File: src/rtl/fetch_stage.sv
// Instruction fetch stage: owns the PC, issues one word fetch at a time to
// instruction memory and hands instructions to decode through a 1-entry skid.
module fetch_stage #(
    parameter logic [31:0] RESET_PC  = 32'h0000_0000,
    parameter logic [31:0] NOP_INSTR = 32'h0000_0013
) (
    input  logic        clk,
    input  logic        rst_n,
    input  logic        stall_i,
    input  logic        redirect_i,
    input  logic [31:0] redirect_pc_i,
    output logic        imem_req_o,
    output logic [31:0] imem_addr_o,
    input  logic        imem_rvalid_i,
    input  logic [31:0] imem_rdata_i,
    output logic [31:0] instr_o,
    output logic [31:0] pc_o,
    output logic        valid_o
);

    typedef enum logic [1:0] {
        ST_IDLE  = 2'd0,
        ST_READY = 2'd1,
        ST_WAIT  = 2'd2,
        ST_KILL  = 2'd3
    } state_t;

    state_t      state_r;
    state_t      state_s;
    logic [31:0] pc_r;
    logic [31:0] pc_s;
    logic [31:0] req_pc_r;
    logic [31:0] skid_instr_r;
    logic [31:0] skid_pc_r;
    logic        skid_v_r;
    logic [31:0] instr_r;
    logic [31:0] pc_out_r;
    logic        valid_r;
    logic        req_s;
    logic        rsp_keep_s;

    assign imem_req_o  = req_s;
    assign imem_addr_o = pc_r;
    assign instr_o     = instr_r;
    assign pc_o        = pc_out_r;
    assign valid_o     = valid_r;

    // A response is only kept while waiting; in KILL/IDLE/READY it is dropped.
    assign rsp_keep_s = (state_r == ST_WAIT) && imem_rvalid_i;

    // Request decision: never while redirecting, never if the skid would be left full.
    always_comb begin
        req_s = 1'b0;
        if (redirect_i) begin
            req_s = 1'b0;
        end else if (state_r == ST_READY) begin
            req_s = !skid_v_r;
        end else if (state_r == ST_WAIT) begin
            req_s = imem_rvalid_i && !(stall_i && valid_r);
        end else begin
            req_s = 1'b0;
        end
    end

    // Next-state logic for the outstanding-request tracker.
    always_comb begin
        state_s = state_r;
        case (state_r)
            ST_IDLE: begin
                state_s = ST_READY;
            end
            ST_READY: begin
                if (req_s) begin
                    state_s = ST_WAIT;
                end else begin
                    state_s = ST_READY;
                end
            end
            ST_WAIT: begin
                if (redirect_i) begin
                    state_s = imem_rvalid_i ? ST_READY : ST_KILL;
                end else if (req_s) begin
                    state_s = ST_WAIT;
                end else if (imem_rvalid_i) begin
                    state_s = ST_READY;
                end else begin
                    state_s = ST_WAIT;
                end
            end
            ST_KILL: begin
                if (imem_rvalid_i) begin
                    state_s = ST_READY;
                end else begin
                    state_s = ST_KILL;
                end
            end
            default: begin
                state_s = ST_IDLE;
            end
        endcase
    end

    // Next fetch PC; the low two bits of a redirect target are forced to zero.
    always_comb begin
        pc_s = pc_r;
        if (redirect_i) begin
            pc_s = redirect_pc_i & 32'hFFFF_FFFC;
        end else if (req_s) begin
            pc_s = pc_r + 32'd4;
        end else begin
            pc_s = pc_r;
        end
    end

    // State, fetch PC and PC of the request in flight.
    always_ff @(posedge clk or negedge rst_n) begin
        if (!rst_n) begin
            state_r  <= ST_IDLE;
            pc_r     <= RESET_PC;
            req_pc_r <= 32'd0;
        end else begin
            state_r <= state_s;
            pc_r    <= pc_s;
            if (req_s) begin
                req_pc_r <= pc_r;
            end
        end
    end

    // Decode-facing output register and skid buffer.
    always_ff @(posedge clk or negedge rst_n) begin
        if (!rst_n) begin
            instr_r      <= NOP_INSTR;
            pc_out_r     <= 32'd0;
            valid_r      <= 1'b0;
            skid_instr_r <= 32'd0;
            skid_pc_r    <= 32'd0;
            skid_v_r     <= 1'b0;
        end else if (redirect_i) begin
            instr_r  <= NOP_INSTR;
            valid_r  <= 1'b0;
            skid_v_r <= 1'b0;
        end else if (rsp_keep_s) begin
            if (!stall_i || !valid_r) begin
                instr_r  <= imem_rdata_i;
                pc_out_r <= req_pc_r;
                valid_r  <= 1'b1;
            end else begin
                skid_instr_r <= imem_rdata_i;
                skid_pc_r    <= req_pc_r;
                skid_v_r     <= 1'b1;
            end
        end else if (!stall_i) begin
            if (skid_v_r) begin
                instr_r  <= skid_instr_r;
                pc_out_r <= skid_pc_r;
                valid_r  <= 1'b1;
                skid_v_r <= 1'b0;
            end else begin
                instr_r <= NOP_INSTR;
                valid_r <= 1'b0;
            end
        end
    end

endmodule

File: config.mk
export PLATFORM = sky130hd
export DESIGN_NAME = fetch_stage
export DESIGN_NICKNAME = d
export VERILOG_FILES = /design/src/rtl/fetch_stage.sv
export SDC_FILE = /design/constraint.sdc
export NUM_CORES = 1
export LEC_CHECK = 0
export ABC_CLOCK_PERIOD_IN_PS = 2350
export BUFFER_PORTS_ARGS = -buffer_cell sky130_fd_sc_hd__clkbuf_2
export CAP_MARGIN = 30
export CORE_ASPECT_RATIO = 0.5
export CORE_MARGIN = 2
export CORE_UTILIZATION = 55
export DETAILED_ROUTE_END_ITERATION = 8
export PLACE_DENSITY = 0.8
export SETUP_SLACK_MARGIN = 0.1
export SLEW_MARGIN = 30
export SYNTH_ARGS = -nofsm -noshare
export SYNTH_HDL_FRONTEND = slang
export SYNTH_SLANG_ARGS = --single-unit
File: constraint.sdc
create_clock -name clk -period 2.35 [get_ports clk]
set_clock_uncertainty 0.2 [all_clocks]
set_input_delay 0.235 -clock clk [delete_from_list [all_inputs] [get_ports clk]]
set_output_delay 0.235 -clock clk [all_outputs]
set_load 0.02 [all_outputs]
# Yosys cells after proc, flatten, opt, wreduce, memory -nomap -nowiden
# Index checks and enable logic that the tools add are counted.
[op_classes]
n_addsub = 1
n_eq_ne = 8
muxes = 29
n_bitwise = 2
n_reduce_logical = 15
[op_table]
columns = ["op", "n"]
rows = [
  ["$mux W32", 11],
  ["$add A32 B3 Y32 const B", 1],
  ["$mux W1", 12],
  ["$mux W2", 5],
  ["$pmux W2 S4", 1],
  ["$eq A2 B2 Y1 const B", 2],
  ["$logic_not A1 Y1", 4],
  ["$ne A2 B1 Y1 const B", 2],
  ["$reduce_and A2 Y1", 2],
  ["$reduce_and A4 Y1", 1],
  ["$reduce_bool A2 Y1", 2],
  ["$logic_and A1 B1 Y1", 3],
  ["$ne A3 B1 Y1 const B", 1],
  ["$ne A3 B2 Y1 const B", 1],
  ["$ne A3 B3 Y1 const B", 1],
  ["$reduce_and A3 Y1", 1],
  ["$eq A2 B1 Y1 const B", 1],
  ["$logic_not A2 Y1", 1],
  ["$not A1 Y1", 2],
  ["$logic_or A1 B1 Y1", 1],
]
[word_totals]
reg_bits = 196
in_bits = 69
output_inout_bits = 98
wordCells = 64

# Depth between registers and ports, before layout
[depth]
ltp_word = 9
ltp_mapped = 7
ltp_nobuf = 5

# Worst setup path after synthesis
# OpenSTA, ideal clock, no wires.
[synth_timing]
kind = "reg2reg"
start = "reg pc_r[2] (netlist: imem_addr_o[2])"
end = "reg pc_r[30] (netlist: imem_addr_o[30])"
t_arrival_ps = 1836
required_time_ps = 2081
setup_slack_ps = 245
stages_incl_launch_ff = 7
n_path_buf = 1
cell_sequence = "dfrtp_1 ha_1 and2_1 nand4_2 buf_2 or4_1 nand3_1"
[synth_between]
elab_chain_cells = 3
[synth_lines]
columns = ["item", "line_no", "rtl"]
rows = [
  ["start, declared", "30", "logic [31:0] pc_r;"],
  ["start signal, assigned", "123", "pc_r <= pc_s;"],
  ["$add A32 B3 Y32", "109", "pc_s = pc_r + 32'd4;"],
  ["$mux W32", "108", "end else if (req_s) begin"],
  ["$mux W32", "106", "if (redirect_i) begin"],
]
# Every way passes these cells. The select of a mux whose other input is x is not followed.
# A chain may end at the register's enable or synchronous reset.

# Final worst setup path
[layout_timing]
start = "in imem_rvalid_i"
end = "reg pc_r[7] (netlist: imem_addr_o[7])"
[layout_between]
elab_chain_cells = 5
[layout_lines]
columns = ["item", "line_no", "rtl"]
rows = [
  ["start, declared", "14", "input logic imem_rvalid_i,"],
  ["$logic_and A1 B1 Y1", "59", "req_s = imem_rvalid_i && !(stall_i && valid_r);"],
  ["$mux W1", "58", "end else if (state_r == ST_WAIT) begin"],
  ["$mux W1", "56", "end else if (state_r == ST_READY) begin"],
  ["$mux W1", "54", "if (redirect_i) begin"],
  ["$reduce_bool A2 Y1 (no source line)", "-", ""],
]
# Every way passes these cells.

==> results_dict.tcl <==
set metrics [dict create \
    grt_remaining_overflow 0 \
    slew_violations 0 \
    cts_tree "done" \
    p_total_uw 8820 \
    rows 32 \
    track_usage 0.273 \
    initial_core_util 0.559 \
    rsz0062_at_grt "yes" \
    crit_family "buffers and inverters" \
    post_drt_wl_per_cell_um 18.5 \
    synth_edf_count 0 \
    core_area_sq_um 15300 \
    synth-seq-cells 188 \
    synth_cells 754 \
    clk_latency_ns 0.42 \
    cts.sinks 188 \
    grt_pass1_wl_mm 36.3 \
    pwr_density_cell_nw_per_um2 798 \
    holdWs_ns 0.105 \
    synthMuxAreaShare 0.161 \
    die-area_sq_um 16700 \
    finalCritPeriodShare 0.939 \
    die_w_um 181 \
    die_h_um 92.3 \
    drv_cap 0 \
    synth.distinct_cells 50 \
    worstMarginPinSlew_ns 0.578 \
    viasPerCell 5.86 \
    synth_compound_area_frac 0.108 \
    hpwl_mm 12.9 \
    status "finished clean" \
    worstPathCellList "dlygate4sd3_1 > clkbuf_2 > and3b_2 > a21oi_4 > buf_4 > buf_4 > or4_1 > a31oi_1" \
    setup.worst_path.class "input pin to flip-flop" \
    synth.most_common_cell "dfrtp_1" \
    async_flop_share 1.00 \
    numPortBuffers 160 \
    drtAntennaViolNets 0 \
    irDropWorstVdd_v 0.000584 \
    max_stage_delay_ns 0.53 \
    drt-total-wl_mm 22.2 \
    postSynthAreaPerCell_sq_um 11.4 \
    worstSetupStartpointType "input pin" \
    clkSlewWorstSetupHoldPaths_ns 0.07 \
    cp_slowest_cell "dlygate4sd3_1" \
    crit_arrival_ns 2.34 \
    numCtsBuffers 17 \
    timing.fmax_mhz 453 \
    pin_count 167 \
    yosys_warnings 0 \
    grt_max_degree 68 \
    worstPathRequired_ns 2.49 \
    cellLeakagePower_uw 0.00535 \
    cts_root_buffer "clkbuf_16" \
    setup_violations 0 \
    synthAdderAreaFrac 0.00146 \
    synthSimpleGateAreaFrac 0.144 \
    area_growth_pct 28.9 \
    synth_top_family_by_area "multiplexers" \
    synth-main-ff-cell "dfrtp_1" \
    yosysTopAreaCellShare 0.540 \
    htree_levels 4 \
    final_nets 1053 \
    yosysTopAreaCell "dfrtp_1" \
    place.gp.congestion 0.788 \
    drive_gt1_frac 0.371 \
    drtIter0Drc 529 \
    min_path_type "input pin to flip-flop" \
    dr_total_vias 7026 \
    synth_xor_area_frac 0.00102 \
    hold_viol 0 \
    first_global_vias 7185 \
    nFillCells 1072 \
    crit_top_cell "buf_4" \
    slew_headroom 0.615 \
    critPathMaxFanout 14 \
    grt_antenna_before_repair 0 \
    period_needed_ns 2.21 \
    fin_setup_tns_ns 0 \
    yosysSeqAreaShare 0.549 \
    synth_area_sq_um 8580 \
    worstSetupEndpointType "flip-flop" \
    synth.area.top_cells "dfrtp_1 54%, mux2_2 16%, nand2_1 4.6%, o2bb2ai_1 3.0%, and3_1 2.4%" \
    drc 0 \
    path_buf_inv 4 \
    drtPass1Iterations 5 \
    antenna_cells 0 \
    netlist_top_cells_count "185 x dfrtp_1, 122 x mux2_2, 106 x nand2_1, 33 x a21oi_1, 33 x and3_1" \
    clock_path_buffers 2 \
]
[power by group]
part	internal [uW]	switching (uW)	leakage, uW	total [uW]
registers	3680	358	0.00243	4040
clock network	1510	1350	0.000284	2860
logic	892	1030	0.00263	1930
total	6080	2740	0.00535	8820
[routing by layer]
metal / track usage / part of all wire
met1: 0.356 / 0.41
met2: 0.474 / 0.51
met3: 0.0472 / 0.058
met4: 0.0800 / 0.016
met5: 0 / 0
[cells by family after synthesis]
family,Yosys count
adder cells (fa/ha/maj),1
AO/OA/AOI/OAI,136
XOR/XNOR,1
flip-flops,188
AND/OR/NAND/NOR,243
multiplexers,123
buffers and inverters,61
other,1
[layout make-up]
| type | instances | area (sq um) | area share |
|---|---|---|---|
| timing repair buffer | 265 | 1860 | 0.168 |
| sequential | 188 | 4710 | 0.426 |
| multi-input combinational | 508 | 3630 | 0.328 |
| clock buffer | 18 | 429 | 0.0388 |
| clock inverter | 14 | 159 | 0.0144 |
| tap | 204 | 255 | 0.0231 |
| inverter | 3 | 11.3 | 0.00102 |
[placed cells by master, fill, tap and decap left out, types with 15 or more instances in the layout]
cell           instances
a21oi_1               32
a31oi_1               23
and3_1                33
buf_4                 33
clkbuf_16             17
clkbuf_2             159
dfrtp_1              184
dlygate4sd3_1         65
mux2_2               122
nand2_1              105
nor2_1                23
o21ai_0               15
o2bb2ai_1             29
o31ai_1               16
or4_1                 23
[timing repair]
item	CTS	global route
setup buffers	1	5
resized for setup	0	5
cloned	1	0
pin swaps	1	0
hold buffers	65	0
setup endpoints to repair	1	23
endpoints found under the hold margin	159	0
[per-stage QoR]
| stage | worst slack [ns] | util | cell area, sq um | cells |
|---|---|---|---|---|
| finish | 0.145 | 0.721 | 11100 | 1200 |
| detailed placement | 0.164 | 0.634 | 9720 | 1096 |
| global route | 0.0747 | 0.721 | 11100 | 1200 |
| global placement | 0.246 | 0.634 | 9720 | 1096 |
| CTS | 0.103 | 0.717 | 11000 | 1195 |
| floorplan | 0.245 | - | 8590 | 757 |
[worst min-delay path, delay by kind of cell]
family	cells	cell delay (ns)
AO/OA/AOI/OAI	1	0.07
buffers and inverters	1	0.26
AND/OR/NAND/NOR	1	0.12
[worst paths after layout]
path | from | to | slack (ns) | depth (start not counted)
worst max-delay path | imem_rvalid_i | imem_addr_o[7] | 0.14 | 8
worst min-delay path | redirect_i | imem_addr_o[2] | 0.11 | 3
worst max register to register | state_r[1] | imem_addr_o[7] | 0.18 | 7
worst min register to register | instr_o[8] | instr_o[8] | 0.29 | 1
max in group asynchronous | rst_n | skid_pc_r[7] | 1.06 | 3
min in group asynchronous | rst_n | instr_o[28] | 0.18 | 2
[sequential cells by signal, indices dropped and copies added, names as in the netlist]
signal,cells
state_r,2
skid_v_r,1
pc_o,30
instr_o,32
valid_o,1
skid_instr_r,32
req_pc_r,30
skid_pc_r,30
imem_addr_o,30
Power figures use the tool's default switching activity.
